`config.mk`:
```
export PLATFORM = sky130hd
export DESIGN_NAME = spi_read_buffer_flat
export DESIGN_NICKNAME = d
export VERILOG_FILES = /design/src/rtl/spi_read_buffer_if.sv /design/src/rtl/spi_read_buffer.sv /design/src/flat_wrapper.sv
export SDC_FILE = /design/constraint.sdc
export NUM_CORES = 1
export LEC_CHECK = 0
export CORE_ASPECT_RATIO = 0.8
export CORE_MARGIN = 2
export CORE_UTILIZATION = 54
export CTS_CLUSTER_SIZE = 10
export DETAILED_ROUTE_END_ITERATION = 10
export PLACE_DENSITY = 0.76
export SLEW_MARGIN = 20
export SYNTH_ARGS = -nofsm -noshare
export SYNTH_HDL_FRONTEND = slang
export SYNTH_SLANG_ARGS = --single-unit
```
`constraint.sdc`:
```
create_clock -name clk -period 4.14 [get_ports clk]
set_input_delay 0.828 -clock clk [delete_from_list [all_inputs] [get_ports clk]]
set_output_delay 0.828 -clock clk [all_outputs]
set_load 0.03 [all_outputs]
```
`src/rtl/spi_read_buffer_if.sv`:
```
// Bundle of the AXI-Stream word input, the loader pop interface and the status outputs
// of spi_read_buffer. The slave modport is the buffer's view; master is the host/loader side.
interface spi_read_buffer_if #(
  parameter int DEPTH = 16
);
  localparam int LW = $clog2(DEPTH) + 1;

  logic [31:0]   s_tdata;
  logic          s_tvalid;
  logic          s_tlast;
  logic          s_tready;
  logic [31:0]   spi_data;
  logic          valid_o;
  logic          last_o;
  logic          rb_ready;
  logic          flush_i;
  logic          done_o;
  logic          underrun_o;
  logic [LW-1:0] level_o;
  logic [31:0]   word_cnt_o;

  modport slave (
    input  s_tdata, s_tvalid, s_tlast, rb_ready, flush_i,
    output s_tready, spi_data, valid_o, last_o, done_o, underrun_o, level_o, word_cnt_o
  );

  modport master (
    output s_tdata, s_tvalid, s_tlast, rb_ready, flush_i,
    input  s_tready, spi_data, valid_o, last_o, done_o, underrun_o, level_o, word_cnt_o
  );
endinterface

```
`src/rtl/spi_read_buffer.sv`:
```
// First-word-fall-through word FIFO with prefill-gated frame FSM feeding the SPI loader.
// Optional macro SPI_RB_BYTE_SWAP_EN byte-reverses each word on write (LE host -> MSB-first).
module spi_read_buffer #(
  parameter int DEPTH   = 16,
  parameter int PREFILL = 4
) (
  input  logic             clk,
  input  logic             rst_n,
  spi_read_buffer_if.slave bus
);
  localparam int AW = $clog2(DEPTH);
  localparam int LW = AW + 1;
  localparam logic [LW-1:0] DEPTH_L   = LW'(DEPTH);
  localparam logic [LW-1:0] PREFILL_L = LW'(PREFILL);

  typedef enum logic [1:0] {IDLE, FILL, STREAM, DONE} state_t;

  state_t        r_state;
  state_t        w_next_state;
  logic [31:0]   r_mem  [DEPTH];
  logic          r_mlast[DEPTH];
  logic [AW-1:0] r_wptr;
  logic [AW-1:0] r_rptr;
  logic [LW-1:0] r_level;
  logic [31:0]   r_word_cnt;
  logic          r_underrun;
  logic          r_last_seen;

  logic          w_full;
  logic          w_empty;
  logic          w_tready;
  logic          w_valid;
  logic          w_push;
  logic          w_pop;
  logic          w_head_last;
  logic          w_underrun_set;
  logic [LW-1:0] w_level_inc;
  logic [31:0]   w_wdata;

`ifdef SPI_RB_BYTE_SWAP_EN
  function automatic logic [31:0] byte_swap(input logic [31:0] w);
    return {w[7:0], w[15:8], w[23:16], w[31:24]};
  endfunction
  assign w_wdata = byte_swap(bus.s_tdata);
`else
  assign w_wdata = bus.s_tdata;
`endif

  assign w_full         = (r_level == DEPTH_L);
  assign w_empty        = (r_level == '0);
  assign w_tready       = !w_full && (r_state != DONE) && !r_last_seen;
  assign w_valid        = (r_state == STREAM) && !w_empty;
  assign w_push         = bus.s_tvalid && w_tready;
  assign w_pop          = bus.rb_ready && w_valid;
  assign w_head_last    = !w_empty && r_mlast[r_rptr];
  assign w_underrun_set = (r_state == STREAM) && bus.rb_ready && w_empty;
  assign w_level_inc    = r_level + 1'b1;

  always_comb begin
    w_next_state = r_state;
    unique case (r_state)
      IDLE: begin
        if (w_push) begin
          w_next_state = (PREFILL_L == LW'(1) || bus.s_tlast) ? STREAM : FILL;
        end
      end
      FILL: begin
        if (w_push && (w_level_inc >= PREFILL_L || bus.s_tlast)) begin
          w_next_state = STREAM;
        end
      end
      STREAM: begin
        if (w_pop && w_head_last) begin
          w_next_state = DONE;
        end
      end
      DONE: w_next_state = DONE;
      default: w_next_state = IDLE;
    endcase
    if (bus.flush_i) begin
      w_next_state = IDLE;
    end
  end

  always_ff @(posedge clk or negedge rst_n) begin
    if (!rst_n) begin
      r_state     <= IDLE;
      r_wptr      <= '0;
      r_rptr      <= '0;
      r_level     <= '0;
      r_word_cnt  <= '0;
      r_underrun  <= 1'b0;
      r_last_seen <= 1'b0;
    end else if (bus.flush_i) begin
      r_state     <= IDLE;
      r_wptr      <= '0;
      r_rptr      <= '0;
      r_level     <= '0;
      r_word_cnt  <= '0;
      r_underrun  <= 1'b0;
      r_last_seen <= 1'b0;
    end else begin
      r_state <= w_next_state;
      if (w_push) begin
        r_wptr <= r_wptr + 1'b1;
      end
      if (w_pop) begin
        r_rptr     <= r_rptr + 1'b1;
        r_word_cnt <= r_word_cnt + 32'd1;
      end
      if (w_push && !w_pop) begin
        r_level <= w_level_inc;
      end else if (w_pop && !w_push) begin
        r_level <= r_level - 1'b1;
      end
      if (w_underrun_set) begin
        r_underrun <= 1'b1;
      end
      // last_seen blocks further input for the rest of the frame
      if (w_push && bus.s_tlast) begin
        r_last_seen <= 1'b1;
      end else if (r_state == IDLE) begin
        r_last_seen <= 1'b0;
      end
    end
  end

  // Storage array carries no reset; reads of an empty FIFO are masked to zero
  always_ff @(posedge clk) begin
    if (w_push && !bus.flush_i) begin
      r_mem[r_wptr]   <= w_wdata;
      r_mlast[r_wptr] <= bus.s_tlast;
    end
  end

  assign bus.s_tready   = w_tready;
  assign bus.valid_o    = w_valid;
  assign bus.spi_data   = w_empty ? 32'd0 : r_mem[r_rptr];
  assign bus.last_o     = w_head_last;
  assign bus.done_o     = (r_state == DONE);
  assign bus.underrun_o = r_underrun;
  assign bus.level_o    = r_level;
  assign bus.word_cnt_o = r_word_cnt;
endmodule

```
`src/flat_wrapper.sv`:
```
// flat-port wrapper written by rule: the top's interface ports become plain ports
module spi_read_buffer_flat 
#(
  parameter int DEPTH   = 16,
  parameter int PREFILL = 4
)
  (clk, rst_n, bus_s_tdata, bus_s_tvalid, bus_s_tlast, bus_rb_ready, bus_flush_i, bus_s_tready, bus_spi_data, bus_valid_o, bus_last_o, bus_done_o, bus_underrun_o, bus_level_o, bus_word_cnt_o);
  spi_read_buffer_if #(.DEPTH(DEPTH)) bus_i ();
  input  logic clk;
  input  logic rst_n;
  input wire logic [$bits(bus_i.s_tdata)-1:0] bus_s_tdata;
  input wire logic [$bits(bus_i.s_tvalid)-1:0] bus_s_tvalid;
  input wire logic [$bits(bus_i.s_tlast)-1:0] bus_s_tlast;
  input wire logic [$bits(bus_i.rb_ready)-1:0] bus_rb_ready;
  input wire logic [$bits(bus_i.flush_i)-1:0] bus_flush_i;
  output wire logic [$bits(bus_i.s_tready)-1:0] bus_s_tready;
  output wire logic [$bits(bus_i.spi_data)-1:0] bus_spi_data;
  output wire logic [$bits(bus_i.valid_o)-1:0] bus_valid_o;
  output wire logic [$bits(bus_i.last_o)-1:0] bus_last_o;
  output wire logic [$bits(bus_i.done_o)-1:0] bus_done_o;
  output wire logic [$bits(bus_i.underrun_o)-1:0] bus_underrun_o;
  output wire logic [$bits(bus_i.level_o)-1:0] bus_level_o;
  output wire logic [$bits(bus_i.word_cnt_o)-1:0] bus_word_cnt_o;
  assign bus_i.s_tdata = bus_s_tdata;
  assign bus_i.s_tvalid = bus_s_tvalid;
  assign bus_i.s_tlast = bus_s_tlast;
  assign bus_i.rb_ready = bus_rb_ready;
  assign bus_i.flush_i = bus_flush_i;
  assign bus_s_tready = bus_i.s_tready;
  assign bus_spi_data = bus_i.spi_data;
  assign bus_valid_o = bus_i.valid_o;
  assign bus_last_o = bus_i.last_o;
  assign bus_done_o = bus_i.done_o;
  assign bus_underrun_o = bus_i.underrun_o;
  assign bus_level_o = bus_i.level_o;
  assign bus_word_cnt_o = bus_i.word_cnt_o;
  spi_read_buffer #(.DEPTH(DEPTH), .PREFILL(PREFILL)) u_core (.clk(clk), .rst_n(rst_n), .bus(bus_i));
endmodule
```
== Word-level counts from Yosys, hierarchy flattened ==
Memory sizes are Yosys's and may differ from the RTL's.
Index checks and enable logic that the tools add are counted.
Storage, ports and cells
  flip-flop bits (word level): 49
  bits in writable memories: 528
  output and inout port bits: 74
  word-level logic and storage cells: 75
  memories kept: 2
Operators by class
  $add $sub $neg: 5
  $lt $le $gt $ge: 1
  equal/unequal tests: 8
  muxes and demuxes: 23
  reductions and logical operators: 29
Memories
  u_core.r_mem: words 16, width 32, read ports 1, clocked after memory_dff 0, wr ports 1, line spi_read_buffer.sv:20  | logic [31:0] r_mem [DEPTH];
  u_core.r_mlast: words 16, width 1, read ports 1, clocked after memory_dff 0, wr ports 1, line spi_read_buffer.sv:21  | logic r_mlast[DEPTH];
Operators by type and width (count)
  32-bit two-way mux: 3
  32-bit by 1-bit adder with 32-bit output, second input constant: 1
  4-bit two-way mux: 4
  5-bit two-way mux: 3
  1-bit logical AND: 14
  2-bit two-way mux: 5
  4-bit by 1-bit adder with 4-bit output, second input constant: 2
  2-bit case mux with 4 select lines: 1
  1-bit two-way mux: 7
  1-bit zero test: 6
  3-bit by 2-bit != test with 1-bit output, second input constant: 2
  2-bit nonzero test: 3
  3-bit nonzero test: 2
  5-bit by 1-bit adder with 5-bit output, second input constant: 1
  5-bit == test, second input constant: 1
  5-bit by 3-bit >= comparator with 1-bit output, second input constant: 1
  5-bit zero test: 1
  5-bit by 1-bit subtractor with 5-bit output, second input constant: 1
  2-bit == test, second input constant: 2
  3-bit != test, second input constant: 1
  3-bit AND reduction: 1
  2-bit by 1-bit == test with 1-bit output, second input constant: 1
  2-bit zero test: 1
  2-bit != test, second input constant: 1
  1-bit logical OR: 1

== Depth between registers and ports, before layout ==
Gate-level depths: netlist of the first run.
  depth after elaboration: 10
  depth in mapped cells: 8

== Worst setup path after synthesis of the first run ==
No wires, ideal clock.
  kind: flip-flop to flip-flop
  start point: register u_core.r_level[0] (netlist: u_core.bus.level_o[0])
  end point: memory u_core.r_mem[0][0], enable pin
  library setup time: 0.464 ns
  arrival: 3.916 ns
  required time: 3.676 ns
  setup slack: -0.240 ns
  stages on the path, launching flop included: 8
  buffers on the path: 0
  period minus slack after synthesis: 4.380 ns
  cells stage by stage: dfrtp_1 > inv_1 > ha_1 > nand4bb_1 > nand3_1 > nor2_1 > nand2_1 > nor3_1
On the way
  cells in the longest elaborated chain, start to end: 8
RTL lines
  from (decl): line spi_read_buffer.sv:24  | logic [LW-1:0] r_level;
  from (signal assigned): line spi_read_buffer.sv:112  | r_level <= w_level_inc;
  from (signal assigned): line spi_read_buffer.sv:114  | r_level <= r_level - 1'b1;
  5-bit == test: line spi_read_buffer.sv:49  | assign w_full = (r_level == DEPTH_L);
  1-bit zero test: line spi_read_buffer.sv:51  | assign w_tready = !w_full && (r_state != DONE) && !r_last_seen;
  1-bit logical AND (2 in a row): line spi_read_buffer.sv:51
  1-bit logical AND: line spi_read_buffer.sv:53  | assign w_push = bus.s_tvalid && w_tready;
  1-bit logical AND: line spi_read_buffer.sv:130  | if (w_push && !bus.flush_i) begin
  1-bit two-way mux: line spi_read_buffer.sv:130
  1-bit two-way mux (not written as such): line spi_read_buffer.sv:131  | r_mem[r_wptr] <= w_wdata;
  to (decl): line spi_read_buffer.sv:20
No other way between the ends.

== Final worst setup path of the first run ==
  start point: register u_core.r_rptr[0]
  end point: output bus_spi_data[16]
On the way
  cells in the longest elaborated chain, start to end: 2
RTL lines
  from (decl): line spi_read_buffer.sv:23  | logic [AW-1:0] r_rptr;
  from (signal assigned): line spi_read_buffer.sv:108  | r_rptr <= r_rptr + 1'b1;
  memory 16 x 32 bit
  32-bit two-way mux: line spi_read_buffer.sv:138  | assign bus.spi_data = w_empty ? 32'd0 : r_mem[r_rptr];
  to (decl): line flat_wrapper.sv:17  | output wire logic [$bits(bus_i.spi_data)-1:0] bus_spi_data;
No other way between the ends.

==> results of run 1 <==
[synthesized netlist by cell type, types with 7 or more instances]
| library cell | number | share of area |
|---|---|---|
| a21oi_1 | 11 | 0.0024 |
| and3_1 | 11 | 0.0030 |
| and4_1 | 8 | 0.0031 |
| buf_2 | 18 | 0.0040 |
| clkbuf_1 | 32 | 0.0053 |
| dfrtp_1 | 49 | 0.054 |
| edfxtp_1 | 528 | 0.70 |
| ha_1 | 9 | 0.0049 |
| inv_1 | 7 | 0.0012 |
| mux4_2 | 162 | 0.16 |
| nand2_1 | 24 | 0.0040 |
| nand3_1 | 17 | 0.0037 |
| nand4_1 | 14 | 0.0038 |
| nor2_1 | 59 | 0.0097 |
| nor2b_1 | 33 | 0.0091 |
| xnor2_1 | 11 | 0.0042 |
| xor2_1 | 28 | 0.011 |
[flip-flops by register name (all words and copies together), names as in the netlist, 2 cells and up]
signal,cells
u_core.r_mlast,16
u_core.r_state,2
u_core.r_rptr,4
u_core.bus.word_cnt_o,32
u_core.r_mem,512
u_core.r_wptr,4
u_core.bus.level_o,5
[worst max-delay path by stage]
| stage | from | slack [ps] | to | cells past startpoint |
|---|---|---|---|---|
| 6_report | u_core.r_rptr[0] | 120 | bus_spi_data[16] | 5 |
| 3_3_place_gp | u_core.r_rptr[1] | 690 | bus_spi_data[16] | 5 |
| 4_1_cts | u_core.r_rptr[0] | 30 | bus_spi_data[1] | 5 |
| 5_1_grt | u_core.r_rptr[0] | 3 | bus_last_o | 6 |
| 2_1_floorplan | u_core.bus.level_o[0] | -240 | u_core.r_mem[0][0] | 7 |
| 3_5_place_dp | u_core.r_rptr[0] | 640 | bus_spi_data[1] | 5 |
[per-stage QoR]
stage	setup slack [ps]	hold WS, ps	setup TNS [ps]	util	instances
3_5_place_dp	641	492	0	0.597	1736
2_1_floorplan	-240	532	-31680	-	1082
3_3_place_gp	685	496	0	0.597	1736
6_report	119	337	0	0.643	1830
5_1_grt	2.57	384	0	0.643	1828
4_1_cts	27.4	340	0	0.643	1827
[timing repair]
action	in CTS	in global routing
buffers inserted	0	1
gates resized for setup	0	2
endpoints found under the setup margin	0	3
[metal layers]
| metal | up-vias | global-route usage |
|---|---|---|
| li1 | 4752 | - |
| met1 | 6122 | 0.339 |
| met2 | 533 | 0.377 |
| met3 | 82 | 0.0496 |
| met4 | 0 | 0.0696 |
| met5 | - | 0 |
[critical path, stage by stage (launching register included)]
cell	delay, ps
dfrtp_4	460
buf_12	260
mux4_2	560
mux4_2	490
nor2b_1	150
clkdlybuf4s50_1	610
[cell type report]
| class | instances | area, um^2 |
|---|---|---|
| Tap cell | 552 | 691 |
| Sequential cell | 577 | 17100 |
| Antenna cell | 2 | 5.00 |
| Multi-Input combinational cell | 439 | 5480 |
| Clock inverter | 6 | 70.1 |
| Timing Repair Buffer | 161 | 1680 |
| Fill cell | 2722 | 14900 |
| Inverter | 8 | 30.0 |
| Clock buffer | 85 | 1820 |
[report_power, final]
group	leakage, nW	switching (mW)	internal (mW)
combinational	2.21	0.753	0.476
clock	0.918	2.13	3.06
sequential	5.43	0.0413	6.43
[cells by family after synthesis]
| family | after synthesis |
|---|---|
| xor+xnor | 39 |
| buf+inv | 66 |
| compound gates | 31 |
| mux | 166 |
| fa+ha+maj | 9 |
| flops | 577 |
| simple gates | 194 |
==> summary.txt, run 1 <==
Synthesis
  • Seq/Total Area, Yosys: 0.751
  • Adder-Cell Fraction of Synth Area: 0.00495
  • Register bit total from synthesis: 577
  • Syn Area/Cell: 21.0 um^2
  • Simple-gate portion of the synthesized area: 0.0448
  • Top_reg_cell synth: edfxtp_1
  • Post-synthesis cell count: 1,082
  • YS warnings: 0
  • Post-synth EDFFs: 528
  • Mux share of post-synthesis cell area: 0.162
  • Mapped Area: 0.0228 mm^2
  • Async SR Flop Fraction: 0.0849
  • Cell variety after synth: 47
  • Largest family of logic cells by synthesized area: multiplexers
  • Compound-Gate Fraction of Synth Area: 0.00858
  • Net Count, Synth: 1,129
  • Post-Synth XOR/XNOR Area: 0.0150

Floorplanning
  • Die Height: 188 um
  • Core box area: 0.0417 mm^2
  • Cell row count: 67
  • Initial core utilization: 0.545
  • Die area: 0.0438 mm^2
  • Boundary Pins: 112
  • Die width: 233 um

CTS
  • Clock Latency Late Sink: 580 ps
  • Reg clk slew, reported paths: 50 ps
  • CTS Buf Count: 68
  • CTS Hold Buffers Added: 0
  • H-tree depth: 3
  • Root buffer cell: clkbuf_16
  • CTS Sinks: 577
  • CTS Buffer Depth: 3
  • CTS tree: done

Timing
  • Setup Skew: 11.2 ps
  • RSZ-0062 raised after global routing: false
  • Slew HR: 0.376
  • Achievable frequency: 0.249 GHz
  • Final min period: 4020 ps
  • Setup violations, final: 0
  • Period utilization: 0.971
  • Slew @ Worst Pin: 932 ps
  • Slew Limit Fails: 0
  • Final hold vios: 0

Route
  • Met2 WL: 25,100 um
  • DRT antenna net count: 0
  • Metal-1 WL: 20,300 um
  • TritonRoute pass-1 iters: 5
  • DR iter-0 viols: 1,280
  • Routed length per instance: 27.6 um
  • DRC: 0
  • Met3 Routed Length: 4160 um
  • Vias per Instance: 6.28
  • DR top layer: met4
  • Final WL: 50,600 um
  • Via count: 11,500

Final layout
  • Synthesis-to-layout area growth: 18.1%
  • Most common cell after layout, fill and taps aside: edfxtp_1
  • Layout cell share with drive strength beyond 1: 0.255
  • Commonest non-fill, non-tap cells in the layout: edfxtp_1 (528), mux4_2 (162), clkdlybuf4s50_1 (96)
  • Final net count: 1,302
  • Design Area, Final: 0.0269 mm^2

Job
  • Max-cap viol count: 0

Critical path
  • Critical Path End Type: primary output
  • CP Data Arrival Time: 3190 ps
  • Worst reg-to-reg path cell count: 8
  • CP Max Fanout: 35
  • Kind of critical path: flop to primary output
  • WP data required: 3310 ps
  • Reg2reg setup slack: 1230 ps
  • Startpoint class of the critical path: flop
  • RR Endpoint: u_core.r_mem[6][2]
  • FF-to-FF Start: u_core.bus.level_o[0]

Power and ir drop
  • Leak: 8.55 nW
  • Pwr Total: 12.9 mW
  • P per Cell Area: 480 mW/mm^2
  • Maximum vdd ir drop: 406 uV

Placed design
  • GP Congestion: 0.789
  • Buffers on Ports: 111
  • Placed Area: 0.0249 mm^2
  • Detailed-placement wirelength estimate: 27,000 um

Status
  • Status: completed

Global routing
  • Vias in the first global route: 11,900
  • GR Util All Layers: 0.238
  • Initial antenna violation count: 2
  • Largest net degree at the start of global routing: 51
  • Remaining global-route overflow: 0
  • Global-route wire length before repair: 75,700 um

Worst hold path
  • Worst min path class: primary input to asynchronous set/reset pin
(Power assumes the default switching activity.)
==> run 2: changes to the inputs <==
--- a/config.mk
+++ b/config.mk
@@ -8,7 +8,6 @@
 export CORE_ASPECT_RATIO = 0.8
 export CORE_MARGIN = 2
 export CORE_UTILIZATION = 54
-export CTS_CLUSTER_SIZE = 10
 export DETAILED_ROUTE_END_ITERATION = 10
 export PLACE_DENSITY = 0.76
 export SLEW_MARGIN = 20
==> run 2 against run 1 <==
Critical path type unchanged. Largest cell class unchanged. Critical endpoint unchanged. Via count fell by 0.55%. Largest power group unchanged. Global-route usage is 0.50 points lower. Sequential share of layout area about the same.
==> summary.txt, run 2 (same netlist as run 1, synthesis figures left out) <==
Timing
  • Achievable frequency: 0.248 GHz (-0.31%)
  • RSZ-0062 raised after global routing: false
  • Setup violations, final: 0 (unchanged)
  • Slew Limit Fails: 0 (unchanged)
  • WHS: 330 ps (-7.72 ps)
  • Setup Skew: 10.6 ps (-0.673 ps)
  • Period utilization: 0.974 (+0.00305)
  • Final min period: 4030 ps (+12.6 ps)
  • Slew @ Worst Pin: 936 ps (+3.80 ps)
  • Final hold vios: 0 (unchanged)
  • Slew HR: 0.374 (-0.00255)

Global routing
  • Remaining global-route overflow: 0 (unchanged)
  • Largest net degree at the start of global routing: 51 (unchanged)
  • Vias in the first global route: 11,700 (-1.6%)
  • Initial antenna violation count: 3 (+1)
  • Global-route wire length before repair: 74,700 um (-1.3%)
  • Global routing usage on met2: 0.369 (-0.00810)
  • Met1 Usage GRT: 0.339 (-0.000913)
  • Busiest grt layer: met2
  • GR Util All Layers: 0.233 (-0.00503)
  • Met3 Track Usage GR: 0.0418 (-0.00776)

Critical path
  • Worst path cell trace: buf_12 -> mux4_2 -> mux4_2 -> nor2b_1 -> clkdlybuf4s50_1
  • CP Max Fanout: 36 (+2.9%)
  • Reg2reg setup slack: 1250 ps (+20 ps)
  • Most frequent CP cell: mux4_2
  • Top cell family by delay on the critical path: multiplexers
  • Critical Path End Type: primary output
  • Worst path bufs/invs: 2 (unchanged)
  • WP data required: 3310 ps (about the same)
  • Startpoint class of the critical path: flop
  • CP max-delay cell: clkdlybuf4s50_1
  • Worst path max stage delay: 610 ps (about the same)
  • Kind of critical path: flop to primary output
  • CP Data Arrival Time: 3210 ps (+20 ps)

Final layout
  • Final net count: 1,289 (-1.0%)
  • Seq. cell area: 0.0171 mm^2 (unchanged)
  • Layout cell share with drive strength beyond 1: 0.257 (+0.00112)
  • Final Non-Filler Cells: 1,841 (+0.60%)
  • Reg with most FFs: u_core.r_mem
  • Commonest non-fill, non-tap cells in the layout: edfxtp_1 (528), mux4_2 (162), clkdlybuf4s50_1 (96)
  • Synthesis-to-layout area growth: 18.0% (about the same)
  • Design Area, Final: 0.0268 mm^2 (about the same)
  • Multi-input logic area: 0.00548 mm^2 (unchanged)
  • Final core utilization: 0.643 (about the same)
  • Max FFs per register: 512 (unchanged)
  • Most common cell after layout, fill and taps aside: edfxtp_1
  • FILL cells: 2,742 (+0.73%)

Floorplanning
  • Boundary Pins: 112 (unchanged)
  • Core box area: 0.0417 mm^2 (unchanged)
  • Die Height: 188 um (unchanged)
  • Die area: 0.0438 mm^2 (unchanged)
  • Die width: 233 um (unchanged)
  • Cell row count: 67 (unchanged)
  • Initial core utilization: 0.545 (unchanged)

Placed design
  • Inst Count DP: 1,736 (unchanged)
  • GP Congestion: 0.789 (unchanged)
  • Detailed-placement wirelength estimate: 27,000 um (unchanged)
  • Buffers on Ports: 111 (unchanged)
  • Placed Area: 0.0249 mm^2 (unchanged)

Power and ir drop
  • Switching part of the total: 0.225 (-0.00181)
  • Combinational Power Share: 0.096 (about the same)
  • Leak: 8.55 nW (about the same)
  • Flop pwr share: 0.505 (+0.003)
  • NetSw: 2.88 mW (-1.5%)
  • Maximum vdd ir drop: 414 uV (+1.9%)
  • Pwr Total: 12.8 mW (-0.68%)
  • Internal Pwr Total: 9.92 mW (-0.45%)
  • P per Cell Area: 477 mW/mm^2 (-0.62%)
  • Clock power frac: 0.399 (-0.004)

CTS
  • CTS Sinks: 577 (unchanged)
  • CTS Buffer Depth: 3 (unchanged)
  • Clock Latency Late Sink: 570 ps (about the same)
  • H-tree depth: 2 (-1)
  • Reg clk slew, reported paths: 60 ps (about the same)
  • CTS Buf Count: 54 (-21%)
  • Root buffer cell: clkbuf_16
  • CTS tree: done
  • CTS Hold Buffers Added: 0 (unchanged)

Route
  • DR iter-0 viols: 1,191 (-7.0%)
  • Final WL: 50,100 um (-1.0%)
  • DRC: 0 (unchanged)
  • DRT antenna net count: 0 (unchanged)
  • TritonRoute pass-1 iters: 5 (unchanged)
  • Vias per Instance: 6.21 (-1.1%)
  • Via count: 11,400 (-0.55%)
  • Routed length per instance: 27.2 um (-1.6%)

Status
  • Status: completed

Job
  • Max-cap viol count: 0 (unchanged)

Worst hold path
  • Worst min path class: primary input to asynchronous set/reset pin
run 2: final cells by class:
| cell class | count | share of cell area |
|---|---|---|
| inverters | 8 | 0.00112 |
| diodes | 3 | 0.000280 |
| repair buffers | 162 | 0.0639 |
| multi-input cells | 439 | 0.204 |
| well taps | 552 | 0.0257 |
| flip-flops and latches | 577 | 0.637 |
| clock inverters | 36 | 0.0150 |
| clock buffers | 64 | 0.0533 |
run 2: metrics by stage:
step	TNS (ps)	setup slack (ps)
4_1_cts	0	0.0508
5_1_grt	0	17.7
3_3_place_gp	0	685
3_5_place_dp	0	641
2_1_floorplan	-31680	-240
6_report	0	106
run 2: worst paths after layout:
check / startpoint / end / cells past startpoint
min in group clk: u_core.bus.underrun_o / u_core.bus.underrun_o / 2
max reg2reg: u_core.bus.level_o[1] / u_core.r_mem[6][4] / 8
max: u_core.r_rptr[0] / bus_spi_data[16] / 5
min reg2reg: u_core.bus.underrun_o / u_core.bus.underrun_o / 2
min: rst_n / u_core.bus.word_cnt_o[25] / 1
max in group asynchronous: rst_n / u_core.bus.word_cnt_o[18] / 2
run 2: worst reg2reg max path, cell delays in order (launching register included):
cell and delay, ps:
dfrtp_1 520, inv_1 120, ha_1 250, nand4bb_1 190
nand3_1 120, nor2_1 320, nand2_1 310, nor2_4 440
buf_4 300
run 2: repair_timing:
action	CTS	global route
hold endpoints to repair	0	0
setup buffers	0	1
gates resized for setup	0	2
setup endpoints to repair	0	4
run 2: per-layer routing:
metal  vias to the layer above  routed length [um]
li1                       4753                   -
met1                      6064               20200
met2                       519               24700
met3                        90                3890
met4                         0                1260
met5                         -                   0
run 2: power groups by stage:
stage	clock network (mW)	logic (mW)	registers [mW]
2_1_floorplan	0	0.674	6.59
3_3_place_gp	0	1.22	6.58
3_5_place_dp	0	1.23	6.59
4_1_cts	5.18	1.24	6.46
5_1_grt	5.41	1.31	6.47
6_report	5.11	1.23	6.46
